### config.mk
export PLATFORM = sky130hd
export DESIGN_NAME = evq_heap_ctrl_flat
export DESIGN_NICKNAME = d
export VERILOG_FILES = /design/src/rtl/evq_pkg.sv /design/src/rtl/evq_heap_ctrl_if.sv /design/src/rtl/evq_rr_arb.sv /design/src/rtl/evq_heap_ctrl.sv /design/src/flat_wrapper.sv
export SDC_FILE = /design/constraint.sdc
export NUM_CORES = 1
export LEC_CHECK = 0
export BUFFER_PORTS_ARGS = -buffer_cell sky130_fd_sc_hd__buf_2
export CAP_MARGIN = 20
export CORE_MARGIN = 2
export CORE_UTILIZATION = 30
export DETAILED_ROUTE_END_ITERATION = 16
export PLACE_DENSITY = 0.69
export SLEW_MARGIN = 15
export SYNTH_ARGS = -nofsm -noshare
export SYNTH_HDL_FRONTEND = slang
export SYNTH_SLANG_ARGS = --single-unit
export TNS_END_PERCENT = 5
### constraint.sdc
create_clock -name clk -period 1.9 [get_ports clk]
set_input_delay 0.38 -clock clk [delete_from_list [all_inputs] [get_ports clk]]
set_output_delay 0.38 -clock clk [all_outputs]
set_load 0.1 [all_outputs]
### src/rtl/evq_pkg.sv
// Shared definitions for the event-queue heap controller and the heap itself:
// FSM states, arbiter grant encoding and the heap operation codes.
package evq_pkg;

    typedef enum logic {
        EVQ_IDLE = 1'b0,
        EVQ_COOL = 1'b1
    } evq_state_e;

    typedef enum logic {
        GNT_INS = 1'b0,
        GNT_POP = 1'b1
    } evq_gnt_e;

    localparam logic [1:0] OP_NOP     = 2'd0;
    localparam logic [1:0] OP_ENQ     = 2'd1;
    localparam logic [1:0] OP_DEQ     = 2'd2;
    localparam logic [1:0] OP_ENQ_DEQ = 2'd3;

    function automatic logic [1:0] heap_op(input logic enq, input logic deq);
        return {deq, enq};
    endfunction

endpackage

### src/rtl/evq_heap_ctrl_if.sv
// Bundle of the scheduler insert/pop/response channels and the heap port.
// slave = the controller, master = scheduler plus heap (the environment).
interface evq_heap_ctrl_if #(
    parameter int WIDTH = 16,
    parameter int CNT_W = 5
);
    logic             ins_valid;
    logic             ins_ready;
    logic [WIDTH-1:0] ins_data;
    logic             pop_valid;
    logic             pop_ready;
    logic             rsp_valid;
    logic             rsp_ready;
    logic [WIDTH-1:0] rsp_data;
    logic             h_enq;
    logic             h_deq;
    logic [WIDTH-1:0] h_data;
    logic [WIDTH-1:0] h_out;
    logic [CNT_W-1:0] h_cnt;
    logic             h_full;
    logic             h_empty;
    logic             h_ready;

    modport master (
        output ins_valid, ins_data, pop_valid, rsp_ready,
        output h_out, h_cnt, h_full, h_empty, h_ready,
        input  ins_ready, pop_ready, rsp_valid, rsp_data,
        input  h_enq, h_deq, h_data
    );

    modport slave (
        input  ins_valid, ins_data, pop_valid, rsp_ready,
        input  h_out, h_cnt, h_full, h_empty, h_ready,
        output ins_ready, pop_ready, rsp_valid, rsp_data,
        output h_enq, h_deq, h_data
    );
endinterface

### src/rtl/evq_rr_arb.sv
// Two-requester round-robin arbiter (insert vs pop). A grant never depends on
// its own requester's valid, so ready signals stay free of valid->ready paths.
module evq_rr_arb
    import evq_pkg::*;
(
    input  logic clk,
    input  logic rst_n,
    input  logic i_req_ins,
    input  logic i_req_pop,
    input  logic i_elig_ins,
    input  logic i_elig_pop,
    input  logic i_fire_ins,
    input  logic i_fire_pop,
    output logic o_gnt_ins,
    output logic o_gnt_pop
);
    evq_gnt_e r_last_grant;

    // Yield only when the other side is actually contending and won less recently.
    assign o_gnt_ins = i_elig_ins & ~(i_req_pop & i_elig_pop & (r_last_grant == GNT_INS));
    assign o_gnt_pop = i_elig_pop & ~(i_req_ins & i_elig_ins & (r_last_grant == GNT_POP));

    always_ff @(posedge clk) begin
        if (!rst_n) begin
            r_last_grant <= GNT_POP;
        end else if (i_fire_ins) begin
            r_last_grant <= GNT_INS;
        end else if (i_fire_pop) begin
            r_last_grant <= GNT_POP;
        end
    end
endmodule

### src/rtl/evq_heap_ctrl.sv
// Scheduler-side controller for the pipelined event heap: arbitrates inserts and
// pops, paces heap ops to one per 2 cycles, registers popped events. Optional stats: EVQ_STATS_EN.
module evq_heap_ctrl
    import evq_pkg::*;
#(
    parameter int WIDTH = 16,
    parameter int CNT_W = 5
) (
    input  logic              clk,
    input  logic              rst_n,
    evq_heap_ctrl_if.slave    bus
`ifdef EVQ_STATS_EN
    ,
    output logic [31:0]       stat_enq,
    output logic [31:0]       stat_deq,
    output logic [CNT_W-1:0]  stat_peak
`endif
);
    evq_state_e       r_state;
    evq_state_e       w_state_next;
    logic             r_rsp_valid;
    logic [WIDTH-1:0] r_rsp_data;
    logic             w_idle;
    logic             w_elig_ins;
    logic             w_elig_pop;
    logic             w_gnt_ins;
    logic             w_gnt_pop;
    logic [1:0]       w_op;

    // rst_n gates eligibility so nothing handshakes while reset is held.
    assign w_idle     = rst_n & (r_state == EVQ_IDLE) & bus.h_ready;
    assign w_elig_ins = w_idle & ~bus.h_full;
    assign w_elig_pop = w_idle & ~bus.h_empty & (~r_rsp_valid | bus.rsp_ready);
    assign w_op       = heap_op(bus.h_enq, bus.h_deq);

    evq_rr_arb u_arb (
        .clk        (clk),
        .rst_n      (rst_n),
        .i_req_ins  (bus.ins_valid),
        .i_req_pop  (bus.pop_valid),
        .i_elig_ins (w_elig_ins),
        .i_elig_pop (w_elig_pop),
        .i_fire_ins (bus.h_enq),
        .i_fire_pop (bus.h_deq),
        .o_gnt_ins  (w_gnt_ins),
        .o_gnt_pop  (w_gnt_pop)
    );

    always_ff @(posedge clk) begin
        if (!rst_n) begin
            r_state <= EVQ_IDLE;
        end else begin
            r_state <= w_state_next;
        end
    end

    always_comb begin
        w_state_next = EVQ_IDLE;
        case (r_state)
            EVQ_IDLE: begin
                case (w_op)
                    OP_ENQ, OP_DEQ, OP_ENQ_DEQ: w_state_next = EVQ_COOL;
                    default:                    w_state_next = EVQ_IDLE;
                endcase
            end
            EVQ_COOL: w_state_next = EVQ_IDLE;
            default:  w_state_next = EVQ_IDLE;
        endcase
    end

    always_comb begin
        bus.ins_ready = w_gnt_ins;
        bus.pop_ready = w_gnt_pop;
        bus.h_enq     = bus.ins_valid & w_gnt_ins;
        bus.h_deq     = bus.pop_valid & w_gnt_pop;
        bus.h_data    = bus.ins_data;
        bus.rsp_valid = r_rsp_valid;
        bus.rsp_data  = r_rsp_data;
    end

    // A new pop in the same cycle as a consume overrides the clear.
    always_ff @(posedge clk) begin
        if (!rst_n) begin
            r_rsp_valid <= 1'b0;
            r_rsp_data  <= '0;
        end else if (bus.h_deq) begin
            r_rsp_valid <= 1'b1;
            r_rsp_data  <= bus.h_out;
        end else if (bus.rsp_ready) begin
            r_rsp_valid <= 1'b0;
        end
    end

`ifdef EVQ_STATS_EN
    logic [31:0]      r_stat_enq;
    logic [31:0]      r_stat_deq;
    logic [CNT_W-1:0] r_stat_peak;

    always_ff @(posedge clk) begin
        if (!rst_n) begin
            r_stat_enq  <= '0;
            r_stat_deq  <= '0;
            r_stat_peak <= '0;
        end else begin
            if (bus.h_enq && (r_stat_enq != '1)) begin
                r_stat_enq <= r_stat_enq + 32'd1;
            end
            if (bus.h_deq && (r_stat_deq != '1)) begin
                r_stat_deq <= r_stat_deq + 32'd1;
            end
            if (bus.h_cnt > r_stat_peak) begin
                r_stat_peak <= bus.h_cnt;
            end
        end
    end

    assign stat_enq  = r_stat_enq;
    assign stat_deq  = r_stat_deq;
    assign stat_peak = r_stat_peak;
`else
    // Element count only feeds statistics; terminate it when they are built out.
    logic [CNT_W-1:0] w_unused_cnt;
    assign w_unused_cnt = bus.h_cnt;
`endif

endmodule
### src/flat_wrapper.sv
// flat-port wrapper written by rule: the top's interface ports become plain ports
module evq_heap_ctrl_flat import evq_pkg::*;
#(
    parameter int WIDTH = 16,
    parameter int CNT_W = 5
)
  (clk, rst_n, bus_ins_valid, bus_ins_data, bus_pop_valid, bus_rsp_ready, bus_h_out, bus_h_cnt, bus_h_full, bus_h_empty, bus_h_ready, bus_ins_ready, bus_pop_ready, bus_rsp_valid, bus_rsp_data, bus_h_enq, bus_h_deq, bus_h_data);
  evq_heap_ctrl_if #(.WIDTH(WIDTH), .CNT_W(CNT_W)) bus_i ();
  input  logic clk;
  input  logic rst_n;
  input wire logic [$bits(bus_i.ins_valid)-1:0] bus_ins_valid;
  input wire logic [$bits(bus_i.ins_data)-1:0] bus_ins_data;
  input wire logic [$bits(bus_i.pop_valid)-1:0] bus_pop_valid;
  input wire logic [$bits(bus_i.rsp_ready)-1:0] bus_rsp_ready;
  input wire logic [$bits(bus_i.h_out)-1:0] bus_h_out;
  input wire logic [$bits(bus_i.h_cnt)-1:0] bus_h_cnt;
  input wire logic [$bits(bus_i.h_full)-1:0] bus_h_full;
  input wire logic [$bits(bus_i.h_empty)-1:0] bus_h_empty;
  input wire logic [$bits(bus_i.h_ready)-1:0] bus_h_ready;
  output wire logic [$bits(bus_i.ins_ready)-1:0] bus_ins_ready;
  output wire logic [$bits(bus_i.pop_ready)-1:0] bus_pop_ready;
  output wire logic [$bits(bus_i.rsp_valid)-1:0] bus_rsp_valid;
  output wire logic [$bits(bus_i.rsp_data)-1:0] bus_rsp_data;
  output wire logic [$bits(bus_i.h_enq)-1:0] bus_h_enq;
  output wire logic [$bits(bus_i.h_deq)-1:0] bus_h_deq;
  output wire logic [$bits(bus_i.h_data)-1:0] bus_h_data;
  assign bus_i.ins_valid = bus_ins_valid;
  assign bus_i.ins_data = bus_ins_data;
  assign bus_i.pop_valid = bus_pop_valid;
  assign bus_i.rsp_ready = bus_rsp_ready;
  assign bus_i.h_out = bus_h_out;
  assign bus_i.h_cnt = bus_h_cnt;
  assign bus_i.h_full = bus_h_full;
  assign bus_i.h_empty = bus_h_empty;
  assign bus_i.h_ready = bus_h_ready;
  assign bus_ins_ready = bus_i.ins_ready;
  assign bus_pop_ready = bus_i.pop_ready;
  assign bus_rsp_valid = bus_i.rsp_valid;
  assign bus_rsp_data = bus_i.rsp_data;
  assign bus_h_enq = bus_i.h_enq;
  assign bus_h_deq = bus_i.h_deq;
  assign bus_h_data = bus_i.h_data;
  evq_heap_ctrl #(.WIDTH(WIDTH), .CNT_W(CNT_W)) u_core (.clk(clk), .rst_n(rst_n), .bus(bus_i));
endmodule
==> results.md <==
- Clk_skew: 0.00328 ns
- Reg clk slew, reported paths: 0.10 ns
- Synth Warn #: 0
- CTS sink count: 19
- Buffers on Ports: 44
- Die width: 58.1 µm
- I/O pin count: 82
- Layout cells sized above 1: 48.2%
- Dpl ws: -0.0362 ns
- Mean Syn Cell Area: 8.43 µm²
- CTS Buf Count: 3
- Final wirelength: 2.21 mm
- Final HPWL DP: 1.69 mm
- Syn_nets: 149
- Ant. Diodes: 0
- Via/cell ratio: 4.73
- Hold Violations, Final: 0
- Hold Path Class: input port to flip-flop
- Final instance area: 0.00120 mm²
- Vias in the first global route: 810
- Critical-path cell list: nand3b_1 > nor4b_4 > nor2b_4 > nor3_4 > buf_12
- Slowest stage cell on the critical path: dfxtp_2
- Fin nets: 185
- Count of cell types in the netlist: 19
- XOR/XNOR Fraction of Synth Area: 0%
- Final setup fails: 4
- Seq cells post-synth: 19
- Setup CP Type: flip-flop to output port
- Pwr Density: 692 mW/mm²
- Post-Synth Adder-Cell Area: 0%
- WHS: 0.301 ns
- Placed Area: 0.00113 mm²
- Worst slew pin tran: 0.492 ns
- Clk pwr share: 24.2%
- Switch share: 33.4%
- Mux contribution to synthesized area: 2.28%
- Iter 0 DRT Violations: 33
- Seq/Total Area, Yosys: 43.4%
- Required time of the critical path: 1.52 ns
- Failing checks: setup timing
- Synthesis-to-layout area growth: 36.4%
- Synth Area in Compound Gates: 8.84%
- Global-route wire length before repair: 3.51 mm
- Clock Root Buffer: clkbuf_4
- Hold_sp: bus_h_out[3]
- R2R depth: 6
- Placed Cells incl. Taps: 166
- Die area: 0.00337 mm²
- Routability cong.: 0.706
- Minimum clock period: 1.98 ns
- Core Rows: 19
- Depth of the worst hold-timing path: 3
- WP data arrival: 1.60 ns
- Final ANT Viol Nets: 0
- Core area: 0.00276 mm²
- Main combinational cell family by area after synthesis: simple AND/OR/NAND/NOR gates
- Vias: 804
- Status: finished with violations
- Finished Layout Cells: 170
- Max incr delay on CP: 0.34 ns
- Initial antenna violation count: 0
- Fmax: 506 MHz
- Initial Utilization: 31.8%
- Fin. max-slew vios: 0
- DRC viols: 0
- Pleak: 0.538 nW
- Clock latency on the worst-skew pair: 0.29 ns
- Cell Int Power: 0.000551 W
- Post-synth EDFFs: 0
- Clock Tree Buf Depth: 2
- CTS tree: yes
- Max-cap violations: 0
- H-tree Lvls: 1
- Sequential share of power: 50.5%
- Gate power share: 25.3%
- Sw power: 0.000276 W
- 1st-pass router iterations: 4
- GRT Total Usage: 13.9%
- RSZ-0062 raised after global routing: yes
- Post-Syn Instances: 104
- Remaining Overflow, GRT: 0
- Largest net degree at the start of global routing: 18
- Netlist Area Pre-Place: 877 µm²
- Final WS setup: -0.0779 ns
- Min-Delay Endpoint: u_core.bus.rsp_data[3]
- Worst R2R End: u_core.bus.rsp_data[15]
- Setup crit end kind: output port
- Reg2Reg Setup Slack: 0.31 ns
- Fill count: 282
- Slew margin rel.: 67.4%
- CP Max Fanout: 3
- Reg2reg start: u_core.r_state
- CP startpoint kind: flip-flop
- Period utilisation layout: 104%
- Avg WL per Cell: 13.0 µm
- Commonest register cell after synthesis: dfxtp_1
- Simple-gate area share of the yosys netlist: 27.8%
- Max IR drop VDD: 370 µV
- Chip height: 58.1 µm
- Async set-reset flop share out of synthesis: 0%
[cells in the mapped netlist, types with 2 or more instances]
cell	n	area, µm²
mux2i_1	2	20.0
nor2b_1	2	12.5
nand3_1	15	75.1
dfxtp_1	19	380
o21ai_0	14	70.1
clkbuf_1	3	11.3
buf_4	17	128
nand3b_1	2	15.0
nand2_1	20	75.1
[logic make-up (layout without fill, tap and decap cells)]
group,after synthesis,count (layout)
simple gates,46,46
buf+inv,22,57
flops,19,19
compound gates,15,15
mux,2,2
[critical path: cells and delay by family (launching register included)]
family        cells  cell delay [ns]
simple gates      4             0.81
buf+inv           1             0.16
flops             1             0.34
[layout make-up]
type / instances / area (µm²) / share of cell area, %
Multi-Input combinational cell: 63 / 398 / 33.3
Clock buffer: 4 / 26.3 / 2.20
Timing Repair Buffer: 53 / 348 / 29.1
Tap cell: 31 / 38.8 / 3.24
Sequential cell: 19 / 385 / 32.2
[cells in the final DEF (no fill, tap or decap), types with 2 or more instances in the layout]
| master | instances |
|---|---|
| buf_12 | 4 |
| buf_2 | 40 |
| buf_4 | 9 |
| clkbuf_4 | 3 |
| dfxtp_1 | 17 |
| mux2i_1 | 2 |
| nand2_1 | 20 |
| nand3_1 | 14 |
| nand3b_1 | 2 |
| nor2b_4 | 2 |
| nor4b_4 | 2 |
| o21ai_0 | 14 |
[metrics by stage]
step                      util [%]   TNS, ns  total power (W)
after detailed placement      41.0   -0.0465         0.000631
final                         43.4    -0.218         0.000827
after global routing          43.4    -0.496         0.000869
after global placement        41.0  -0.00751         0.000626
after CTS                     43.2    -0.477         0.000839
after floorplan                  -    -0.683         0.000728
[per-layer routing]
layer	global-route usage [%]	part of all wire, %	vias to the layer above
met5	0	0	-
met4	7.97	1.6	0
met3	3.57	7.2	6
met2	25.5	54	36
met1	14.1	37	360
li1	-	-	402
[how the worst max path moves through the flow]
stage	startpoint	endpoint	slack, ns	depth (start not counted)
6_report	u_core.r_state	bus_ins_ready	-0.08	5
5_1_grt	u_core.r_state	bus_ins_ready	-0.15	5
4_1_cts	u_core.r_state	bus_ins_ready	-0.15	5
3_5_place_dp	rst_n	bus_ins_ready	-0.04	6
3_3_place_gp	rst_n	bus_ins_ready	-0.008	6
2_1_floorplan	u_core.bus.rsp_valid	bus_ins_ready	-0.31	4
[registers in the layout, indices dropped and copies added (netlist names)]
register and flops:
u_core.bus.rsp_data 16, u_core.bus.rsp_valid 1, u_core.r_state 1, u_core.u_arb.r_last_grant 1
[repair_timing]
item	in CTS	in global routing
endpoints found under the hold margin	0	0
buffers inserted	0	0
setup endpoints to repair	4	4
gates cloned	0	0
gates resized for setup	10	1
pin swaps	3	1
hold buffers	0	0
[power groups by stage]
stage               sequential, W  combinational (W)  clock, W
floorplan                0.000510           0.000218         0
global placement         0.000426           0.000200         0
detailed placement       0.000427           0.000204         0
CTS                      0.000418           0.000210  0.000210
global route             0.000419           0.000219  0.000230
finish                   0.000418           0.000210  0.000200
(Power assumes the default switching activity.)
